**src/rtl/s3ga_wb_cfg_loader_if.sv**
```systemverilog
// Wishbone slave port bundle for the S3GA configuration loader.
// Signal names follow the Caravel user-project Wishbone port.
interface s3ga_wb_cfg_loader_if #(
    parameter int DATA_W = 32
);
    logic                  wbs_cyc_i;
    logic                  wbs_stb_i;
    logic                  wbs_we_i;
    logic [DATA_W/8-1:0]   wbs_sel_i;
    logic [31:0]           wbs_adr_i;
    logic [DATA_W-1:0]     wbs_dat_i;
    logic                  wbs_ack_o;
    logic [DATA_W-1:0]     wbs_dat_o;

    modport master (
        output wbs_cyc_i, wbs_stb_i, wbs_we_i, wbs_sel_i, wbs_adr_i, wbs_dat_i,
        input  wbs_ack_o, wbs_dat_o
    );

    modport slave (
        input  wbs_cyc_i, wbs_stb_i, wbs_we_i, wbs_sel_i, wbs_adr_i, wbs_dat_i,
        output wbs_ack_o, wbs_dat_o
    );
endinterface

```
**src/rtl/s3ga_wb_cfg_loader.sv**
```systemverilog
// Wishbone-fed, count-driven loader that streams bitstream words into N_CHAINS parallel S3GA config chains.
// Optional CRC-16/CCITT over loaded words is enabled by defining S3GA_CFG_CRC_EN.
module s3ga_wb_cfg_loader #(
    parameter logic [31:0] BASE_ADDR  = 32'h3000_0000,
    parameter int          DATA_W     = 32,
    parameter int          N_CHAINS   = 4,
    parameter int          FIFO_DEPTH = 8,
    parameter int          CNT_W      = 16
) (
    input  logic                    wb_clk_i,
    input  logic                    wb_rst_ni,
    s3ga_wb_cfg_loader_if.slave     wb,
    output logic [N_CHAINS-1:0]     cfg_d_o,
    output logic                    cfg_we_o,
    output logic                    cfg_done_o,
    output logic                    irq_o
);

    localparam int BEATS  = DATA_W / N_CHAINS;
    localparam int BEAT_W = (BEATS > 1) ? $clog2(BEATS) : 1;
    localparam int PTR_W  = $clog2(FIFO_DEPTH);
    localparam int LVL_W  = PTR_W + 1;
    localparam logic [BEAT_W-1:0] LAST_BEAT = BEAT_W'(BEATS - 1);

    typedef enum logic [1:0] {ST_IDLE, ST_FETCH, ST_SHIFT, ST_DONE} state_t;
    typedef enum logic [1:0] {REG_CTRL, REG_COUNT, REG_DATA, REG_CRC} reg_t;

    state_t              state;
    reg_t                reg_sel;
    logic                ack_q;
    logic [DATA_W-1:0]   dat_q;
    logic [CNT_W-1:0]    count_q;
    logic [CNT_W-1:0]    remaining;
    logic                ovf_q;
    logic                done_q;
    logic [DATA_W-1:0]   shreg;
    logic [BEAT_W-1:0]   beat;
    logic [15:0]         crc_val;
    logic [DATA_W-1:0]   rd_data;

    logic [DATA_W-1:0]   mem [FIFO_DEPTH];
    logic [PTR_W-1:0]    wr_ptr;
    logic [PTR_W-1:0]    rd_ptr;
    logic [LVL_W-1:0]    level;
    logic [DATA_W-1:0]   head;

    logic hit, req, wr_req, ctrl_wr, data_req, count_wr;
    logic start, abort, done_clr;
    logic busy, fifo_full, fifo_empty;
    logic pop, push, drop, stall, accept;
    logic unused_adr;

    // Each chain takes the lowest bit of its DATA_W/N_CHAINS slice of the word.
    function automatic logic [N_CHAINS-1:0] column(input logic [DATA_W-1:0] w);
        logic [N_CHAINS-1:0] c;
        // NOTE: blocking assignments belong in functions and always_comb; registered state uses <= only.
        c = '0;
        for (int i = 0; i < N_CHAINS; i++) begin
            c[i] = w[i*BEATS];
        end
        return c;
    endfunction

    assign busy       = (state != ST_IDLE);
    assign fifo_full  = (level == LVL_W'(FIFO_DEPTH));
    assign fifo_empty = (level == '0);
    assign head       = mem[rd_ptr];

    assign hit      = (wb.wbs_adr_i[31:4] == BASE_ADDR[31:4]);
    assign req      = wb.wbs_cyc_i & wb.wbs_stb_i & hit & ~ack_q;
    assign reg_sel  = reg_t'(wb.wbs_adr_i[3:2]);
    assign wr_req   = req & wb.wbs_we_i & (&wb.wbs_sel_i);
    assign ctrl_wr  = wr_req & (reg_sel == REG_CTRL);
    assign data_req = wr_req & (reg_sel == REG_DATA);
    assign count_wr = wr_req & (reg_sel == REG_COUNT) & ~busy;

    assign abort    = ctrl_wr & wb.wbs_dat_i[1];
    assign start    = ctrl_wr & wb.wbs_dat_i[0] & ~wb.wbs_dat_i[1] & ~busy;
    assign done_clr = ctrl_wr & wb.wbs_dat_i[2];

    // A full-FIFO DATA write waits while loading, but is accepted in the cycle the FSM frees a slot.
    assign pop    = (state == ST_FETCH) & ~fifo_empty & ~abort;
    assign stall  = data_req & fifo_full & busy & ~pop;
    assign accept = req & ~stall;
    assign push   = data_req & accept & (~fifo_full | pop);
    assign drop   = data_req & accept & fifo_full & ~pop;

    assign unused_adr = ^wb.wbs_adr_i[1:0];

    always_comb begin
        // NOTE: default first so every path assigns rd_data and no latch is inferred.
        rd_data = '0;
        unique case (reg_sel)
            REG_CTRL: begin
                rd_data[0]          = busy;
                rd_data[1]          = done_q;
                rd_data[2]          = ovf_q;
                rd_data[8 +: LVL_W] = level;
            end
            REG_COUNT: rd_data[CNT_W-1:0] = count_q;
            REG_DATA:  rd_data[CNT_W-1:0] = remaining;
            REG_CRC:   rd_data[15:0]      = crc_val;
            default:   rd_data = '0;
        endcase
    end

    always_ff @(posedge wb_clk_i) begin
        if (!wb_rst_ni) begin
            ack_q   <= 1'b0;
            dat_q   <= '0;
            count_q <= '0;
            ovf_q   <= 1'b0;
        end else begin
            ack_q <= accept;
            dat_q <= (accept & ~wb.wbs_we_i) ? rd_data : '0;
            if (count_wr) begin
                count_q <= wb.wbs_dat_i[CNT_W-1:0];
            end
            if (abort) begin
                ovf_q <= 1'b0;
            end else if (drop) begin
                ovf_q <= 1'b1;
            end
        end
    end

    assign wb.wbs_ack_o = ack_q;
    assign wb.wbs_dat_o = dat_q;

    // NOTE: FIFO storage carries no reset; the pointers and level alone define its contents.
    always_ff @(posedge wb_clk_i) begin
        if (push) begin
            mem[wr_ptr] <= wb.wbs_dat_i;
        end
    end

    always_ff @(posedge wb_clk_i) begin
        if (!wb_rst_ni || abort) begin
            wr_ptr <= '0;
            rd_ptr <= '0;
            level  <= '0;
        end else begin
            if (push) begin
                wr_ptr <= wr_ptr + PTR_W'(1);
            end
            if (pop) begin
                rd_ptr <= rd_ptr + PTR_W'(1);
            end
            unique case ({push, pop})
                2'b10:   level <= level + LVL_W'(1);
                2'b01:   level <= level - LVL_W'(1);
                default: level <= level;
            endcase
        end
    end

    // The shift register moves right each beat, so chain i always reads bit i*BEATS.
    always_ff @(posedge wb_clk_i) begin
        if (!wb_rst_ni) begin
            state      <= ST_IDLE;
            remaining  <= '0;
            shreg      <= '0;
            beat       <= '0;
            cfg_we_o   <= 1'b0;
            cfg_d_o    <= '0;
            cfg_done_o <= 1'b0;
            done_q     <= 1'b0;
        end else begin
            cfg_done_o <= 1'b0;
            if (done_clr) begin
                done_q <= 1'b0;
            end
            if (abort) begin
                state     <= ST_IDLE;
                remaining <= '0;
                cfg_we_o  <= 1'b0;
                cfg_d_o   <= '0;
            end else begin
                unique case (state)
                    ST_IDLE: begin
                        if (start) begin
                            if (count_q != '0) begin
                                state     <= ST_FETCH;
                                remaining <= count_q;
                            end else begin
                                state      <= ST_DONE;
                                cfg_done_o <= 1'b1;
                            end
                        end
                    end
                    ST_FETCH: begin
                        if (pop) begin
                            shreg    <= head >> 1;
                            beat     <= '0;
                            cfg_we_o <= 1'b1;
                            cfg_d_o  <= column(head);
                            state    <= ST_SHIFT;
                        end
                    end
                    ST_SHIFT: begin
                        if (beat == LAST_BEAT) begin
                            cfg_we_o  <= 1'b0;
                            cfg_d_o   <= '0;
                            remaining <= remaining - CNT_W'(1);
                            if (remaining == CNT_W'(1)) begin
                                state      <= ST_DONE;
                                cfg_done_o <= 1'b1;
                            end else begin
                                state <= ST_FETCH;
                            end
                        end else begin
                            beat    <= beat + BEAT_W'(1);
                            cfg_d_o <= column(shreg);
                            shreg   <= shreg >> 1;
                        end
                    end
                    ST_DONE: begin
                        done_q <= 1'b1;
                        state  <= ST_IDLE;
                    end
                    default: state <= ST_IDLE;
                endcase
            end
        end
    end

    assign irq_o = done_q;

`ifdef S3GA_CFG_CRC_EN
    localparam logic [15:0] CRC_SEED = 16'hFFFF;
    localparam logic [15:0] CRC_POLY = 16'h1021;

    logic [15:0] crc_q;

    function automatic logic [15:0] crc_word(input logic [15:0] c, input logic [DATA_W-1:0] w);
        logic [15:0] r;
        logic        fb;
        r = c;
        for (int i = DATA_W - 1; i >= 0; i--) begin
            fb = r[15] ^ w[i];
            r  = {r[14:0], 1'b0};
            if (fb) begin
                r = r ^ CRC_POLY;
            end
        end
        return r;
    endfunction

    always_ff @(posedge wb_clk_i) begin
        if (!wb_rst_ni || start || abort) begin
            crc_q <= CRC_SEED;
        end else if (pop) begin
            crc_q <= crc_word(crc_q, head);
        end
    end

    assign crc_val = crc_q;
`else
    assign crc_val = '0;
`endif

endmodule

```
**src/flat_wrapper.sv**
```systemverilog
// flat-port wrapper written by rule: the top's interface ports become plain ports
module s3ga_wb_cfg_loader_flat 
#(
    parameter logic [31:0] BASE_ADDR  = 32'h3000_0000,
    parameter int          DATA_W     = 32,
    parameter int          N_CHAINS   = 4,
    parameter int          FIFO_DEPTH = 8,
    parameter int          CNT_W      = 16
)
  (wb_clk_i, wb_rst_ni, cfg_d_o, cfg_we_o, cfg_done_o, irq_o, wb_wbs_cyc_i, wb_wbs_stb_i, wb_wbs_we_i, wb_wbs_sel_i, wb_wbs_adr_i, wb_wbs_dat_i, wb_wbs_ack_o, wb_wbs_dat_o);
  s3ga_wb_cfg_loader_if #(.DATA_W(DATA_W)) wb_i ();
  input  logic wb_clk_i;
  input  logic wb_rst_ni;
  output logic [N_CHAINS-1:0] cfg_d_o;
  output logic cfg_we_o;
  output logic cfg_done_o;
  output logic irq_o;
  input wire logic [$bits(wb_i.wbs_cyc_i)-1:0] wb_wbs_cyc_i;
  input wire logic [$bits(wb_i.wbs_stb_i)-1:0] wb_wbs_stb_i;
  input wire logic [$bits(wb_i.wbs_we_i)-1:0] wb_wbs_we_i;
  input wire logic [$bits(wb_i.wbs_sel_i)-1:0] wb_wbs_sel_i;
  input wire logic [$bits(wb_i.wbs_adr_i)-1:0] wb_wbs_adr_i;
  input wire logic [$bits(wb_i.wbs_dat_i)-1:0] wb_wbs_dat_i;
  output wire logic [$bits(wb_i.wbs_ack_o)-1:0] wb_wbs_ack_o;
  output wire logic [$bits(wb_i.wbs_dat_o)-1:0] wb_wbs_dat_o;
  assign wb_i.wbs_cyc_i = wb_wbs_cyc_i;
  assign wb_i.wbs_stb_i = wb_wbs_stb_i;
  assign wb_i.wbs_we_i = wb_wbs_we_i;
  assign wb_i.wbs_sel_i = wb_wbs_sel_i;
  assign wb_i.wbs_adr_i = wb_wbs_adr_i;
  assign wb_i.wbs_dat_i = wb_wbs_dat_i;
  assign wb_wbs_ack_o = wb_i.wbs_ack_o;
  assign wb_wbs_dat_o = wb_i.wbs_dat_o;
  s3ga_wb_cfg_loader #(.BASE_ADDR(BASE_ADDR), .DATA_W(DATA_W), .N_CHAINS(N_CHAINS), .FIFO_DEPTH(FIFO_DEPTH), .CNT_W(CNT_W)) u_core (.wb_clk_i(wb_clk_i), .wb_rst_ni(wb_rst_ni), .wb(wb_i), .cfg_d_o(cfg_d_o), .cfg_we_o(cfg_we_o), .cfg_done_o(cfg_done_o), .irq_o(irq_o));
endmodule
```
**config.mk**
```make
export PLATFORM = sky130hd
export DESIGN_NAME = s3ga_wb_cfg_loader_flat
export DESIGN_NICKNAME = d
export VERILOG_FILES = /design/src/rtl/s3ga_wb_cfg_loader_if.sv /design/src/rtl/s3ga_wb_cfg_loader.sv /design/src/flat_wrapper.sv
export SDC_FILE = /design/constraint.sdc
export NUM_CORES = 1
export LEC_CHECK = 0
export ABC_CLOCK_PERIOD_IN_PS = 6300
export BUFFER_PORTS_ARGS = -buffer_cell sky130_fd_sc_hd__buf_2
export CORE_MARGIN = 3
export CORE_UTILIZATION = 45
export DETAILED_ROUTE_END_ITERATION = 6
export PLACE_DENSITY_LB_ADDON = 0.2
export SYNTH_ARGS = -nofsm -noshare
export SYNTH_HDL_FRONTEND = slang
export SYNTH_SLANG_ARGS = --single-unit
```
**constraint.sdc**
```tcl
create_clock -name wb_clk_i -period 6.3 [get_ports wb_clk_i]
set_input_delay 0.315 -clock wb_clk_i [delete_from_list [all_inputs] [get_ports wb_clk_i]]
set_output_delay 0.315 -clock wb_clk_i [all_outputs]
set_load 0.01 [all_outputs]
```
======== Word-level counts from Yosys, hierarchy flattened ========
Memories as Yosys holds them, arrays and structs flattened. A register that Yosys moved wholly into a read port is not among the register bits.
Cells that the tools add are included.
storage, ports and cells
  flip-flop bits (word level) ............. 120
  memory bits (writable) .................. 256
  bits of input ports ..................... 73
  output and inout port bits .............. 40
  word-level logic and storage cells ...... 133
  memories kept ........................... 1
memory list
  memory      words  width  read ports  clocked after memory_dff  write ports  line                      text
  u_core.mem  8      32     1           1                         1            s3ga_wb_cfg_loader.sv:41  logic [DATA_W-1:0] mem [FIFO_DEPTH];
operators by class
  $add $sub $neg .......................... 6
  equal/unequal tests ..................... 17
  muxes and demuxes ....................... 39
  bitwise logic cells ..................... 36
  reductions and logical operators ........ 18
operators by type and width
  operator                 number
  $mux W32                 2
  $pmux W32 S2             1
  $mux W16                 3
  $pmux W16 S2             1
  $eq A28 B26 Y1 const B   1
  $and A1 B1 Y1            25
  $pmux W4 S2              3
  $eq A16 B1 Y1 const B    1
  $pmux W4 S4              1
  $reduce_bool A16 Y1      1
  $sub A16 B1 Y16 const B  1
  $mux W3                  4
  $pmux W3 S4              1
  $reduce_and A4 Y1        3
  $mux W1                  11
  $eq A2 B2 Y1 const B     5
  $mux W2                  5
  $not A1 Y1               10
  $pmux W5 S2              1
  $add A3 B1 Y3 const B    3
  $mux W4                  2
  $ne A2 B1 Y1 const B     4
  $pmux W2 S4              1
  $reduce_bool A2 Y1       4
  16 further kinds         22

======== Longest topological paths before layout ========
  word-level depth ........................ 17
  depth in mapped cells ................... 15
  gate-level depth less buffers ........... 14

======== Worst setup path after synthesis ========
No wires, ideal clock.
  path type ............................... reg2reg
  start point ............................. register u_core.state[1]
  end point ............................... memory u_core.mem[0][0], enable pin
  setup time .............................. 0.461 ns
  arrival time ............................ 4.050 ns
  required time ........................... 5.839 ns
  setup slack ............................. 1.789 ns
  stages on the path, launching flop included .. 8
  buffers on the path ..................... 0
  period minus slack after synthesis ...... 4.511 ns
  cell sequence ........................... dfxtp_1 > inv_1 > ha_1 > a21bo_2 > a31o_2 > nor4_1 > nand2b_1 > nor3_1
on the way
  cells in the longest elaborated chain, start to end .. 11
  elaborated cells on any way between the ends .. 14
  those cells by class .................... 1 x eq/ne; 2 x mux; 10 x bitwise; 1 x reduce/logical
ends and longest elaborated chain
  item                               line                       text
  start: declaration                 s3ga_wb_cfg_loader.sv:28   state_t state;
  start signal: assignment           s3ga_wb_cfg_loader.sv:160  state <= ST_IDLE;
  start signal: assignment           s3ga_wb_cfg_loader.sv:174  state <= ST_IDLE;
  start signal: assignment           s3ga_wb_cfg_loader.sv:183  state <= ST_FETCH;
  $eq A2 B1 Y1                       s3ga_wb_cfg_loader.sv:82   assign pop = (state == ST_FETCH) & ~fifo_empty & ~abort;
  $and A1 B1 Y1 (2 in series)        s3ga_wb_cfg_loader.sv:82
  $not A1 Y1                         s3ga_wb_cfg_loader.sv:83   assign stall = data_req & fifo_full & busy & ~pop;
  $and A1 B1 Y1                      s3ga_wb_cfg_loader.sv:83
  $not A1 Y1                         s3ga_wb_cfg_loader.sv:84   assign accept = req & ~stall;
  $and A1 B1 Y1                      s3ga_wb_cfg_loader.sv:84
  $and A1 B1 Y1                      s3ga_wb_cfg_loader.sv:85   assign push = data_req & accept & (~fifo_full | pop);
  $and A1 B1 Y1 (*)                  s3ga_wb_cfg_loader.sv:85
  $mux W1 (*)                        s3ga_wb_cfg_loader.sv:132  if (push) begin
  $mux W1 (implied by the code) (*)  s3ga_wb_cfg_loader.sv:133  mem[wr_ptr] <= wb.wbs_dat_i;
  end: declaration                   s3ga_wb_cfg_loader.sv:41
Mark *: on every way between the ends. The rest lies on a longest branch, timed or not.

======== Final worst setup path ========
  start point ............................. register u_core.state[1]
  end point ............................... memory u_core.mem[4][19], enable pin
Same word-level chain as after synthesis.

==> flow_summary.json <==
{
  "status": "completed",
  "drive_gt1_share_pct": 21.9,
  "core_area_um2": 32000,
  "r2r_slack_ps": 2530,
  "cp_max_fo": 21,
  "grt_use_met3_pct": 3.25,
  "cap_violations": 0,
  "grt_pass1_vias": 8813,
  "cell_internal_pwr_w": 0.00417,
  "cts_buffer_depth": 3,
  "cp-start-kind": "register",
  "place_hpwl_um": 19000,
  "num-nets-final": 1191,
  "total_power_w": 0.00566,
  "syn_inst": 1014,
  "drv_slew": 0,
  "grt_max_degree": 55,
  "period_needed_ps": 3770,
  "synth_cell_type_count": 56,
  "io_buffers": 94,
  "area.growth.synth_to_final_pct": 13.8,
  "h-tree-depth": 2,
  "p_leak_nw": 5.61,
  "yosysTopAreaCellShare_pct": 51.6,
  "pwr-share-comb_pct": 14.5,
  "grt_use_total_pct": 18.6,
  "stdcell_area_um2": 16900,
  "grt_overflow_total": 0,
  "dr.pass1.iters": 5,
  "cts_tree": "built",
  "synth_ff_type": "edfxtp_1",
  "clkTransAtPathRegs_ps": 60,
  "die_h_um": 188,
  "cp.required_ps": 6500,
  "hold_violations": 0,
  "skew_ps": 13.9,
  "synth_area_per_cell_um2": 14.7,
  "synth.most_common_cell": "edfxtp_1",
  "critical_path_class": "register to register",
  "die_w_um": 188,
  "clk_latency_ps": 510,
  "busiest_layer": "met2",
  "crit_start": "u_core.state[1]$_SDFFE_PP0P_",
  "grt_first_pass_wirelength_um": 51500,
  "synth-edff-count": 256,
  "drc": 0,
  "postPlaceCellArea_um2": 15700,
  "cts_made_buffers": 38,
  "cts_sinks": 362,
  "initial_core_util_pct": 46.5,
  "period_share_pct": 59.8,
  "finalSetupViolCount": 0,
  "slew_headroom_pct": 34.5,
  "cts-root-buf": "clkbuf_16",
  "min_from": "wb_wbs_dat_i[27]",
  "antenna_found_initial": 3,
  "crit_arrival_ps": 3970,
  "ys_ff_latch": 362,
  "cts_resized": 0,
  "pwr_density_cell_nw_per_um2": 334,
  "swShare_pct": 26.3,
  "clkPwrFrac_pct": 38.0,
  "vias": 8737,
  "hp-class": "input pin to register",
  "worst_pin_slew_ps": 983,
  "nFillCells": 2681,
  "fmax_ghz": 0.265,
  "pin_count": 113,
  "cts_setup_buffers": 0,
  "met2_usage_pct": 30.1,
  "rsz0062_at_grt": "false",
  "end_kind": "register",
  "rows": 65,
  "drt-total-wl_um": 32600,
  "synth_commonest_cells": "edfxtp_1, dfxtp_1, nand2_1",
  "ant_nets": 0,
  "via_per_inst": 5.58,
  "timing.rr.start": "u_core.state[1]$_SDFFE_PP0P_",
  "syn-cell-area_um2": 14900,
  "synth_area_leaders": "edfxtp_1, dfxtp_1, mux4_2",
  "async_flop_share_pct": 0,
  "use_met1_pct": 26.5,
  "seq_power_share_pct": 47.6,
  "wl_per_cell_um": 20.8,
  "dieArea_um2": 35300,
  "synth-warning-count": 0,
  "gp_congestion": 0.787,
  "hold_buffers": 0,
  "tns_ps": 0,
  "power_switching_w": 0.00149,
  "peakVddDrop_mv": 0.176,
  "yosysTopAreaCell": "edfxtp_1",
  "seq_area_frac_synth_pct": 65.9,
  "drt_iter0_drc": 657
}
==> logic make-up after synthesis <==
| group | Yosys count | share of synthesized area [%] |
|---|---|---|
| xor+xnor | 8 | 0.471 |
| compound gates | 164 | 7.92 |
| flops | 362 | 65.9 |
| mux | 119 | 13.4 |
| fa+ha+maj | 17 | 1.43 |
| simple gates | 251 | 7.81 |
| other cells | 1 | 0.0252 |
| buf+inv | 92 | 3.07 |
==> worst max-delay path: stages (launching register included) <==
cell      delay [ps]
dfxtp_1          320
inv_1             90
ha_1             320
a21bo_2          270
a31o_2           230
nor4_1           650
nand2b_1         420
nor2_4           760
buf_4            380
==> state kept, by name (all words and copies together), names as in the netlist, named ones only <==
register / count
u_core.mem: 256
u_core.shreg: 31
u_core.count_q: 16
u_core.remaining: 16
u_core.wb.wbs_dat_o: 16
u_core.cfg_d_o: 4
u_core.level: 4
u_core.beat: 3
u_core.rd_ptr: 3
u_core.wr_ptr: 3
u_core.state: 2
u_core.cfg_done_o: 1
u_core.cfg_we_o: 1
u_core.irq_o: 1
u_core.ovf_q: 1
u_core.wb.wbs_ack_o: 1
==> final timing paths <==
path / endpoint / cells past startpoint
max: u_core.mem[4][19]$_DFFE_PP_ / 8
min: u_core.mem[1][27]$_DFFE_PP_ / 1
max reg2reg: u_core.mem[4][19]$_DFFE_PP_ / 8
min reg2reg: u_core.shreg[17]$_SDFFE_PN0P_ / 2
==> layout by cell type (no fill, tap or decap), types with 5 or more instances in the layout <==
master / n
nand3_1: 11
nor2_4: 6
clkinv_2: 6
inv_1: 12
clkbuf_16: 39
xor2_1: 6
o211ai_1: 27
edfxtp_1: 256
clkbuf_1: 12
a32o_1: 13
a21oi_1: 26
nor4_1: 15
nand2_1: 94
or4_1: 5
ha_1: 17
nor3_1: 15
buf_2: 94
mux2i_1: 54
a22oi_1: 17
dfxtp_1: 103
nor2b_1: 18
o21ai_0: 21
mux4_2: 64
nor2_1: 62
conb_1: 16
buf_4: 17
clkbuf_8: 5
a21boi_0: 32
==> layout make-up <==
class	count	area, um2	area share [%]
timing repair buffer	111	598	3.53
inverter	13	48.8	0.288
clock buffer	56	1090	6.43
antenna	2	5.00	0.0295
clock inverter	13	114	0.672
multi-input combinational	575	4730	27.9
tap	435	544	3.21
sequential	362	9820	57.9
==> power by group through the flow <==
stage	clock network, W	registers (W)	logic [W]
after floorplan	0	0.00273	0.000593
after global placement	0	0.00274	0.000800
after detailed placement	0	0.00274	0.000818
after CTS	0.00220	0.00269	0.000822
after global routing	0.00230	0.00270	0.000922
final	0.00215	0.00269	0.000819
==> metal layers <==
layer  vias to the layer above  wire (um)
li1                       4050          -
met1                      4408      14900
met2                       227      15400
met3                        50       1710
met4                         2        587
met5                         -         13
==> through the flow <==
| step | setup slack, ps | hold WS, ps | util (%) | instances |
|---|---|---|---|---|
| floorplan | 1790 | 414 | - | 1029 |
| global placement | 2220 | 451 | 49.1 | 1496 |
| detailed placement | 2150 | 457 | 49.1 | 1496 |
| CTS | 2440 | 52.3 | 52.9 | 1565 |
| global route | 2230 | 65.6 | 52.9 | 1565 |
| finish | 2530 | 74.7 | 52.9 | 1567 |
Note: power is estimated with default switching activity, not from simulation.
